## src/rtl/dmac_pkg.sv

```systemverilog
// Shared types and register-map constants for the multi-channel DMA controller.
package dmac_pkg;

    typedef enum logic [1:0] {
        ST_IDLE = 2'd0,
        ST_REQ  = 2'd1,
        ST_XFER = 2'd2
    } dmac_state_e;

    localparam logic [1:0] REG_BASE   = 2'b00;
    localparam logic [1:0] REG_COUNT  = 2'b01;
    localparam logic [1:0] REG_MODE   = 2'b10;
    localparam logic [1:0] REG_GLOBAL = 2'b11;

    localparam int MODE_DIR      = 0;
    localparam int MODE_BURST    = 1;
    localparam int MODE_AUTOINIT = 2;
    localparam int MODE_EN       = 3;
    localparam int GLB_ROTATE    = 0;

    typedef struct packed {
        logic en;
        logic autoinit;
        logic burst;
        logic dir;
    } mode_t;

    function automatic mode_t decode_mode(input logic [3:0] raw);
        mode_t m;
        m.en       = raw[MODE_EN];
        m.autoinit = raw[MODE_AUTOINIT];
        m.burst    = raw[MODE_BURST];
        m.dir      = raw[MODE_DIR];
        return m;
    endfunction

endpackage

```

## src/rtl/dmac_arbiter.sv

```systemverilog
// Fixed / rotating priority encoder over the eligible-channel vector.
// Latency: grant is combinational; the last-grant pointer updates on take.
// Backpressure: none, the caller samples the grant only when it can accept it.
module dmac_arbiter #(
    parameter int NCH = 4,
    parameter int CW  = 2
) (
    input  logic           clk,
    input  logic           rst,
    input  logic [NCH-1:0] req,
    input  logic           rotate,
    input  logic           take,
    output logic           gnt_vld,
    output logic [CW-1:0]  gnt_idx
);

    localparam logic [CW-1:0] LAST_IDX = CW'(NCH - 1);
    localparam logic [CW:0]   NCH_W    = (CW + 1)'(NCH);

    logic [CW-1:0]  last_gnt;
    logic [CW-1:0]  start;
    logic [CW-1:0]  off;
    logic [CW:0]    sum;
    logic [NCH-1:0] req_rot;

    // Rotate the request vector so the search starts just past the last grant.
    always_comb begin
        start = '0;
        if (rotate) start = (last_gnt == LAST_IDX) ? '0 : last_gnt + 1'b1;
        req_rot = NCH'({req, req} >> start);
        gnt_vld = |req;
        off = '0;
        for (int i = NCH - 1; i >= 0; i--) begin
            if (req_rot[i]) off = CW'(i);
        end
        sum = {1'b0, start} + {1'b0, off};
        if (sum >= NCH_W) sum = sum - NCH_W;
        gnt_idx = sum[CW-1:0];
    end

    always_ff @(posedge clk) begin
        if (rst) begin
            last_gnt <= '0;
        end else if (take) begin
            last_gnt <= gnt_idx;
        end
    end

endmodule

```

## src/rtl/dmac_multichannel.sv

```systemverilog
// Multi-channel DMA controller: arbitrates DREQ lines, holds the bus via HLD/HLDA, moves IO<->memory.
// Latency: HLD one edge after an eligible request, DACK/strobes one edge after HLDA, one transfer per RDY cycle.
// Backpressure: RDY low stretches the transfer; HLDA low mid-transfer aborts it without register update.
module dmac_multichannel
    import dmac_pkg::*;
#(
    parameter int NCH = 4,
    parameter int AW  = 16,
    parameter int DW  = 8,
    localparam int CW = (NCH > 1) ? $clog2(NCH) : 1
) (
    input  logic           CLK,
    input  logic           RST,
    input  logic [NCH-1:0] DREQ,
    input  logic           HLDA,
    input  logic           RDY,
    input  logic           REGW,
    input  logic [CW+1:0]  REGSEL,
    input  logic [AW-1:0]  Setup,
    input  logic [DW-1:0]  Data_in,
    output logic           HLD,
    output logic [NCH-1:0] DACK,
    output logic           MEMR,
    output logic           MEMW,
    output logic           IOR,
    output logic           IOW,
    output logic [NCH-1:0] EOP,
    output logic [AW-1:0]  Addrbus,
    output logic [DW-1:0]  Data_out
);

    dmac_state_e    state;
    logic [CW-1:0]  chan;
    logic           rotate;
    logic [AW-1:0]  base_sh [NCH];
    logic [AW-1:0]  cnt_sh  [NCH];
    logic [AW-1:0]  addr_r  [NCH];
    logic [AW-1:0]  cnt_r   [NCH];
    mode_t          mode_r  [NCH];

    logic [NCH-1:0] elig;
    logic [NCH-1:0] chan_oh;
    logic           gnt_vld;
    logic [CW-1:0]  gnt_idx;
    logic           take;

    logic [AW-1:0]  cur_addr;
    logic [AW-1:0]  cur_cnt;
    mode_t          cur_mode;
    logic [AW-1:0]  nxt_addr;
    logic [AW-1:0]  nxt_cnt;
    logic           term;
    logic           burst_go;

    logic [CW-1:0]  wr_ch;
    logic [1:0]     wr_reg;
    logic           wr_blocked;

    always_comb begin
        elig    = '0;
        chan_oh = '0;
        for (int i = 0; i < NCH; i++) begin
            elig[i] = mode_r[i].en && (cnt_r[i] != '0) && DREQ[i];
        end
        chan_oh[chan] = 1'b1;
    end

    assign take     = (state == ST_IDLE) && gnt_vld;
    assign cur_addr = addr_r[chan];
    assign cur_cnt  = cnt_r[chan];
    assign cur_mode = mode_r[chan];
    assign nxt_addr = cur_addr + 1'b1;
    assign nxt_cnt  = cur_cnt - 1'b1;
    assign term     = (nxt_cnt == '0);
    // Terminal count always closes a burst, even when autoinit reloads the count.
    assign burst_go = cur_mode.burst && DREQ[chan] && !term;

    assign wr_ch      = REGSEL[CW+1:2];
    assign wr_reg     = REGSEL[1:0];
    assign wr_blocked = (state != ST_IDLE) && (wr_ch == chan);

    dmac_arbiter #(
        .NCH (NCH),
        .CW  (CW)
    ) u_arb (
        .clk     (CLK),
        .rst     (RST),
        .req     (elig),
        .rotate  (rotate),
        .take    (take),
        .gnt_vld (gnt_vld),
        .gnt_idx (gnt_idx)
    );

    always_ff @(posedge CLK) begin
        if (RST) begin
            state    <= ST_IDLE;
            chan     <= '0;
            rotate   <= 1'b0;
            HLD      <= 1'b0;
            DACK     <= '0;
            MEMR     <= 1'b0;
            MEMW     <= 1'b0;
            IOR      <= 1'b0;
            IOW      <= 1'b0;
            EOP      <= '0;
            Addrbus  <= '0;
            Data_out <= '0;
            for (int i = 0; i < NCH; i++) begin
                base_sh[i] <= '0;
                cnt_sh[i]  <= '0;
                addr_r[i]  <= '0;
                cnt_r[i]   <= '0;
                mode_r[i]  <= '0;
            end
        end else begin
            EOP <= '0;

            if (REGW) begin
                if (wr_reg == REG_GLOBAL) begin
                    rotate <= Setup[GLB_ROTATE];
                end else if (!wr_blocked) begin
                    for (int i = 0; i < NCH; i++) begin
                        if (wr_ch == CW'(i)) begin
                            case (wr_reg)
                                REG_BASE:  begin base_sh[i] <= Setup; addr_r[i] <= Setup; end
                                REG_COUNT: begin cnt_sh[i]  <= Setup; cnt_r[i]  <= Setup; end
                                REG_MODE:  mode_r[i] <= decode_mode(Setup[3:0]);
                                default:   ;
                            endcase
                        end
                    end
                end
            end

            case (state)
                ST_IDLE: begin
                    if (gnt_vld) begin
                        chan  <= gnt_idx;
                        state <= ST_REQ;
                        HLD   <= 1'b1;
                    end
                end
                ST_REQ: begin
                    if (!DREQ[chan]) begin
                        state <= ST_IDLE;
                        HLD   <= 1'b0;
                    end else if (HLDA) begin
                        state   <= ST_XFER;
                        DACK    <= chan_oh;
                        Addrbus <= cur_addr;
                        MEMR    <= cur_mode.dir;
                        IOW     <= cur_mode.dir;
                        IOR     <= !cur_mode.dir;
                        MEMW    <= !cur_mode.dir;
                    end
                end
                ST_XFER: begin
                    if (!HLDA) begin
                        state   <= ST_IDLE;
                        HLD     <= 1'b0;
                        DACK    <= '0;
                        {MEMR, MEMW, IOR, IOW} <= 4'b0000;
                        Addrbus <= '0;
                    end else if (RDY) begin
                        Data_out <= Data_in;
                        if (term) begin
                            EOP <= chan_oh;
                            if (cur_mode.autoinit) begin
                                addr_r[chan] <= base_sh[chan];
                                cnt_r[chan]  <= cnt_sh[chan];
                            end else begin
                                addr_r[chan]    <= nxt_addr;
                                cnt_r[chan]     <= '0;
                                mode_r[chan].en <= 1'b0;
                            end
                        end else begin
                            addr_r[chan] <= nxt_addr;
                            cnt_r[chan]  <= nxt_cnt;
                        end
                        if (burst_go) begin
                            Addrbus <= nxt_addr;
                        end else begin
                            state   <= ST_IDLE;
                            HLD     <= 1'b0;
                            DACK    <= '0;
                            {MEMR, MEMW, IOR, IOW} <= 4'b0000;
                            Addrbus <= '0;
                        end
                    end
                end
                default: state <= ST_IDLE;
            endcase
        end
    end

endmodule
```

## config.mk

```make
export PLATFORM = sky130hd
export DESIGN_NAME = dmac_multichannel
export DESIGN_NICKNAME = d
export VERILOG_FILES = /design/src/rtl/dmac_pkg.sv /design/src/rtl/dmac_arbiter.sv /design/src/rtl/dmac_multichannel.sv
export SDC_FILE = /design/constraint.sdc
export NUM_CORES = 1
export LEC_CHECK = 0
export CELL_PAD_IN_SITES_DETAIL_PLACEMENT = 1
export CELL_PAD_IN_SITES_GLOBAL_PLACEMENT = 1
export CORE_MARGIN = 2
export CORE_UTILIZATION = 40
export CTS_CLUSTER_DIAMETER = 40
export DETAILED_ROUTE_END_ITERATION = 8
export PLACE_DENSITY = 0.69
export SKIP_CTS_REPAIR_TIMING = 1
export SYNTH_ARGS = -nofsm -noshare
export SYNTH_HDL_FRONTEND = slang
export SYNTH_HIERARCHICAL = 1
export SYNTH_SLANG_ARGS = --single-unit
export TNS_END_PERCENT = 20
```

## constraint.sdc

```tcl
create_clock -name CLK -period 4.6 [get_ports CLK]
set_clock_uncertainty 0.1 [all_clocks]
set_input_delay 0.92 -clock CLK [delete_from_list [all_inputs] [get_ports CLK]]
set_output_delay 0.92 -clock CLK [all_outputs]
set_load 0.005 [all_outputs]
```

# [Word-level counts from Yosys, hierarchy flattened]
# Memories as Yosys holds them, arrays and structs flattened. A register that Yosys moved wholly into a read port is not among the register bits.
# Cells that the tools add are included.
[classes] add_sub_neg=5 n_mux=173 n_lt_le_gt_ge=3 n_reduce_logical=35 n_bitwise=28 n_eq_ne=17 shifts=1
[ops] cell="$mux W16" n=25
[ops] cell="$mux W1" n=108
[ops] cell="$reduce_bool A16 Y1" n=4
[ops] cell="$mux W2" n=23
[ops] cell="$mux W4" n=9
[ops] cell="$pmux W16 S2" n=1
[ops] cell="$or A1 B1 Y1" n=24
[ops] cell="$add A16 B1 Y16 const B" n=1
[ops] cell="$logic_not A16 Y1" n=1
[ops] cell="$sub A16 B1 Y16 const B" n=1
[ops] cell="$logic_and A1 B1 Y1" n=13
[ops] cell="$eq A2 B2 Y1 const B" n=6
[ops] cell="$reduce_and A5 Y1" n=2
[ops] cell="$ne A3 B3 Y1 const B" n=3
[ops] cell="$ne A2 B2 Y1 const B" n=4
[ops] cell="$pmux W4 S2" n=1
[ops] cell="$reduce_and A4 Y1" n=2
[ops] cell="$shr A8 B2 Y4" n=1
[ops] cell="$eq A2 B1 Y1 const B" n=3
[ops] cell="$logic_not A2 Y1" n=3
[ops] cell="$pmux W2 S3" n=1
[ops] cell="$reduce_or A5 Y1" n=1
[ops] cell="$not A1 Y1" n=4
[ops] cell="$pmux W1 S2" n=2
[ops] cell="16 further kinds" n=19
[word_totals] inputBits=37 word_cells=278 mem_count=5 mem_bits_rw=272 ff_bits=42
[memory_table] memory="addr_r" depth=4 width=16 read_ports=1 rd_ports_with_merged_regs=1 write_ports=5 line_no="dmac_multichannel.sv:37" rtl="logic [AW-1:0] addr_r [NCH];"
[memory_table] memory="base_sh" depth=4 width=16 read_ports=1 rd_ports_with_merged_regs=1 write_ports=4 line_no="dmac_multichannel.sv:35" rtl="logic [AW-1:0] base_sh [NCH];"
[memory_table] memory="cnt_r" depth=4 width=16 read_ports=5 rd_ports_with_merged_regs=1 write_ports=5 line_no="dmac_multichannel.sv:38" rtl="logic [AW-1:0] cnt_r [NCH];"
[memory_table] memory="cnt_sh" depth=4 width=16 read_ports=1 rd_ports_with_merged_regs=1 write_ports=4 line_no="dmac_multichannel.sv:36" rtl="logic [AW-1:0] cnt_sh [NCH];"
[memory_table] memory="mode_r" depth=4 width=4 read_ports=5 rd_ports_with_merged_regs=1 write_ports=5 line_no="dmac_multichannel.sv:39" rtl="mode_t mode_r [NCH];"

# [Logic depth before layout (Yosys ltp)]
# An unclocked memory read counts as a cell.
[depth] word_depth=14 ltp_mapped=15 ltp_nobuf=13

# [By module]
# The synthesis kept the hierarchy.
[by_module_without_submodules] module="dmac_multichannel" n_inst=1 cells_per_inst=1254 area_each_um2=15290.9 seq_area_each_um2=8968.6
[by_module_without_submodules] module="dmac_arbiter" n_inst=1 cells_per_inst=35 area_each_um2=284.0 seq_area_each_um2=40.0

# [Worst setup path before layout]
# No wires, ideal clock.
[synth_path] kind="reg2reg" start="register with a tool-made name" end="memory addr_r[0][15] (data pin)" path_slack_ns=0.932 path_buffers=3 setup_time_ns=0.271 arrival_ns=3.298 stages_incl_launch_ff=15 path_cell_list="dfxtp_1 buf_6 buf_6 mux4_2 inv_1 ha_1 nor3b_2 nor4bb_1 o21a_1 a21oi_1 nor3_1 a31o_2 buf_2 mux2i_1 a21oi_1"
[synth_rtl] element="end, declared" line_no="dmac_multichannel.sv:37"

==> flow_summary.ini <==
[die]
floorplan.die.height_um = 201.3
dieWidth_um = 201.3
die_area_um2 = 40530
top_level_ports = 74
initial_utilization_pct = 40.39
core-area_um2 = 38560
std_cell_rows = 72

[yosys]
yosys.area.top_type_share_pct = 51.67
syn_nets = 1336
area_contributors_post_synth = sky130_fd_sc_hd__edfxtp_1 (52%), sky130_fd_sc_hd__mux4_2 (9.8%), sky130_fd_sc_hd__dfxtp_1 (6.2%), sky130_fd_sc_hd__and2_1 (5.7%), sky130_fd_sc_hd__nand2_1 (3.7%)
synth_seq_cells = 316
synth_seq_area_share_pct = 57.84
synth_ff_type = sky130_fd_sc_hd__edfxtp_1
postSynthAreaPerCell_um2 = 12.08
number_of_enable_type_register_cells_in_the_synthesized_netlist = 268
synth.largest_area_cell = sky130_fd_sc_hd__edfxtp_1
synth_cells = 1289
postSynth.asyncResetShare_pct = 0
ys_types = 69
yosysWarnings = 6
synth_area_um2 = 15570

[place]
routabilityCongestion = 0.9301
dp.final_hpwl_mm = 33.37
placement.cell_area_um2 = 17080
place.port_buffers = 73

[worst_setup_path]
crit_chain = mux4_2 > inv_1 > ha_1 > nor3b_4 > nand2_1 > nor3_1 > xor2_1 > nor3_1 > a31o_2 > buf_12 > a21oi_1 > o21ai_0
critical-path-top-cell-by-count = sky130_fd_sc_hd__nor3_1
crit_path_end_kind = flip-flop
delay_of_the_slowest_cell_on_the_worst_path_ns = 0.62
crit_slowest_cell = sky130_fd_sc_hd__mux4_2
worst_path_dominant_cell_family = simple AND/OR/NAND/NOR gates
crit_path_max_fanout = 20
critical_path.startpoint_type = flip-flop
worstSetupPathType = reg2reg
worstPathArrival_ns = 4.50
cp_data_required_time_ns = 4.78
path_buf_inv = 2

[power]
intPower_w = 0.006122
power_density_nw_per_um2 = 444.2
fraction_of_power_spent_switching_nets_pct = 26.50
p_switching_w = 0.002207
seq_power_share_pct = 41.2
power.share.clock_pct = 45.5
worst_vdd_rail_ir_drop_v = 0.0002615
part_of_the_power_in_combinational_logic_pct = 13.4
p_leak_nw = 6.658

[grt]
grt_pass1_wl_mm = 75.75
grt_use_total_pct = 24.90
pin_count_of_the_biggest_net_entering_global_routing = 66
antenna_found_initial = 0
number_of_global_route_vias_before_repair = 12100
overflow = 0

[status]
status = finished, final reports clean

[routing]
wl_per_cell_um = 25.65
detailroute.via_count = 11350
route.detailed.drc = 0
vias_per_cell = 5.841
route.antenna.remaining_nets = 0
detail_route.wirelength_mm = 49.84
detail_route.iter0.violations = 937
dr.pass1.iters = 5

[sta]
setup_tns_ns = 0
timing_hold_violations_final = 0
tightest_slew_ns = 0.8566
timing.fmax_ghz = 0.2314
layout_min_cycle_time_ns = 4.322
worst_rel_slew_slack_pct = 42.89
rsz0062_at_grt = no
setup_viol = 0
worst_hold_slack_ns = 0.3533
timing.final.crit_share_pct = 93.95
timing.final.max_slew_violations = 0

[clock_network]
clock_insertion_delay_at_the_later_pin_of_the_skew_report_ns = 0.58
cts_tree = built
cts_num_sinks = 316
numCtsBuffers = 47
clockRootBuffer = sky130_fd_sc_hd__clkbuf_16
cts-htree-levels = 2
cts_buffer_depth = 3
clk_pin_slew_worst_paths_ns = 0.06

[worst_hold_path]
timing.hold.worst.class = reg2reg

[cells_and_area]
design_area_um2 = 18750
num-fill-cells = 4090
final_common_cell = sky130_fd_sc_hd__edfxtp_1
area_growth_pct = 20.40
drive_above_1_share_pct = 16.29
postLayoutCoreUtil_pct = 48.64
layout.cells.most_common_list = sky130_fd_sc_hd__edfxtp_1 (268), sky130_fd_sc_hd__nand2_1 (152), sky130_fd_sc_hd__and2_1 (143)
nets = 1433

[job]
max_cap_viol_count = 0
## power groups by stage
stage | Clock (W) | Combinational, W | Sequential (W)
4_1_cts | 0.00384 | 0.00112 | 0.00343
6_report | 0.00379 | 0.00111 | 0.00343
3_5_place_dp | 0 | 0.00111 | 0.00349
5_1_grt | 0.00395 | 0.00121 | 0.00345
2_1_floorplan | 0 | 0.000596 | 0.00346
3_3_place_gp | 0 | 0.00108 | 0.00348
## cells in the mapped netlist (18+ instances only)
| master | count |
|---|---|
| sky130_fd_sc_hd__nor2_1 | 92 |
| sky130_fd_sc_hd__nor3_1 | 25 |
| sky130_fd_sc_hd__clkbuf_1 | 62 |
| sky130_fd_sc_hd__a21oi_1 | 72 |
| sky130_fd_sc_hd__and2_1 | 143 |
| sky130_fd_sc_hd__nor4_1 | 18 |
| sky130_fd_sc_hd__mux2i_1 | 21 |
| sky130_fd_sc_hd__o21ai_0 | 89 |
| sky130_fd_sc_hd__o21ai_1 | 25 |
| sky130_fd_sc_hd__dfxtp_1 | 48 |
| sky130_fd_sc_hd__mux4_2 | 68 |
| sky130_fd_sc_hd__xor2_1 | 21 |
| sky130_fd_sc_hd__nand2_1 | 154 |
| sky130_fd_sc_hd__edfxtp_1 | 268 |
## state kept, by name (all words and copies together) (netlist names), 4 cells and up, named ones only
| signal | flops |
|---|---|
| base_sh | 64 |
| mode_r | 16 |
| cnt_r | 64 |
| cnt_sh | 64 |
| EOP | 4 |
| DACK | 4 |
| addr_r | 64 |
| Data_out | 8 |
| Addrbus | 16 |
## area by class of cell
cell class / count / area (µm²) / share of cell area, %
antenna: 1 / 2.502 / 0.01334
clock buffer: 51 / 1234 / 6.579
clock inverter: 36 / 434.2 / 2.315
inverter: 15 / 56.30 / 0.3002
multi-input combinational: 878 / 6198 / 33.05
sequential: 316 / 9016 / 48.08
tap: 518 / 648.1 / 3.456
timing repair buffer: 128 / 1164 / 6.205
## logic make-up after synthesis
logic type                 share of synthesized area, %
AOI/OAI and AO/OA                                 9.190
adders and majority gates                        0.8033
xor gates and xnor gates                          1.575
muxes                                             11.18
buffers and inverters                             2.595
DFF                                               57.84
and+or+nand+nor                                   16.81
## per-stage QoR
| step | setup slack, ns | instances | total power [W] |
|---|---|---|---|
| 2_1_floorplan | 0.9316 | 1289 | 0.004059 |
| 3_3_place_gp | 0.4315 | 1855 | 0.004558 |
| 3_5_place_dp | 0.2633 | 1855 | 0.004594 |
| 4_1_cts | 0.2637 | 1942 | 0.008385 |
| 5_1_grt | 0.03552 | 1942 | 0.008606 |
| 6_report | 0.2782 | 1943 | 0.008329 |
## final timing paths
path | startpoint | to | slack (ns) | cells after the start
min reg2reg | DACK[1] | DACK[1] | 0.35 | 2
min | DACK[1] | DACK[1] | 0.35 | 2
max reg2reg | flip-flop | cnt_r[3][3] | 0.28 | 12
max | flip-flop | cnt_r[3][3] | 0.28 | 12
## worst min-delay path, cell delays in order (launching register included)
cell,delay [ns]
sky130_fd_sc_hd__dfxtp_1,0.30
sky130_fd_sc_hd__nand2_1,0.05
sky130_fd_sc_hd__a21oi_1,0.05
## layer usage
metal | track usage (%) | routed length, µm | up-vias
met2 | 40.55 | 23370 | 458
met1 | 33.96 | 21420 | 5780
met3 | 4.519 | 3784 | 86
li1 | - | - | 5025
met4 | 7.799 | 1263 | 0
met5 | 0 | 0 | -
Note: power is estimated with default switching activity, not from simulation.
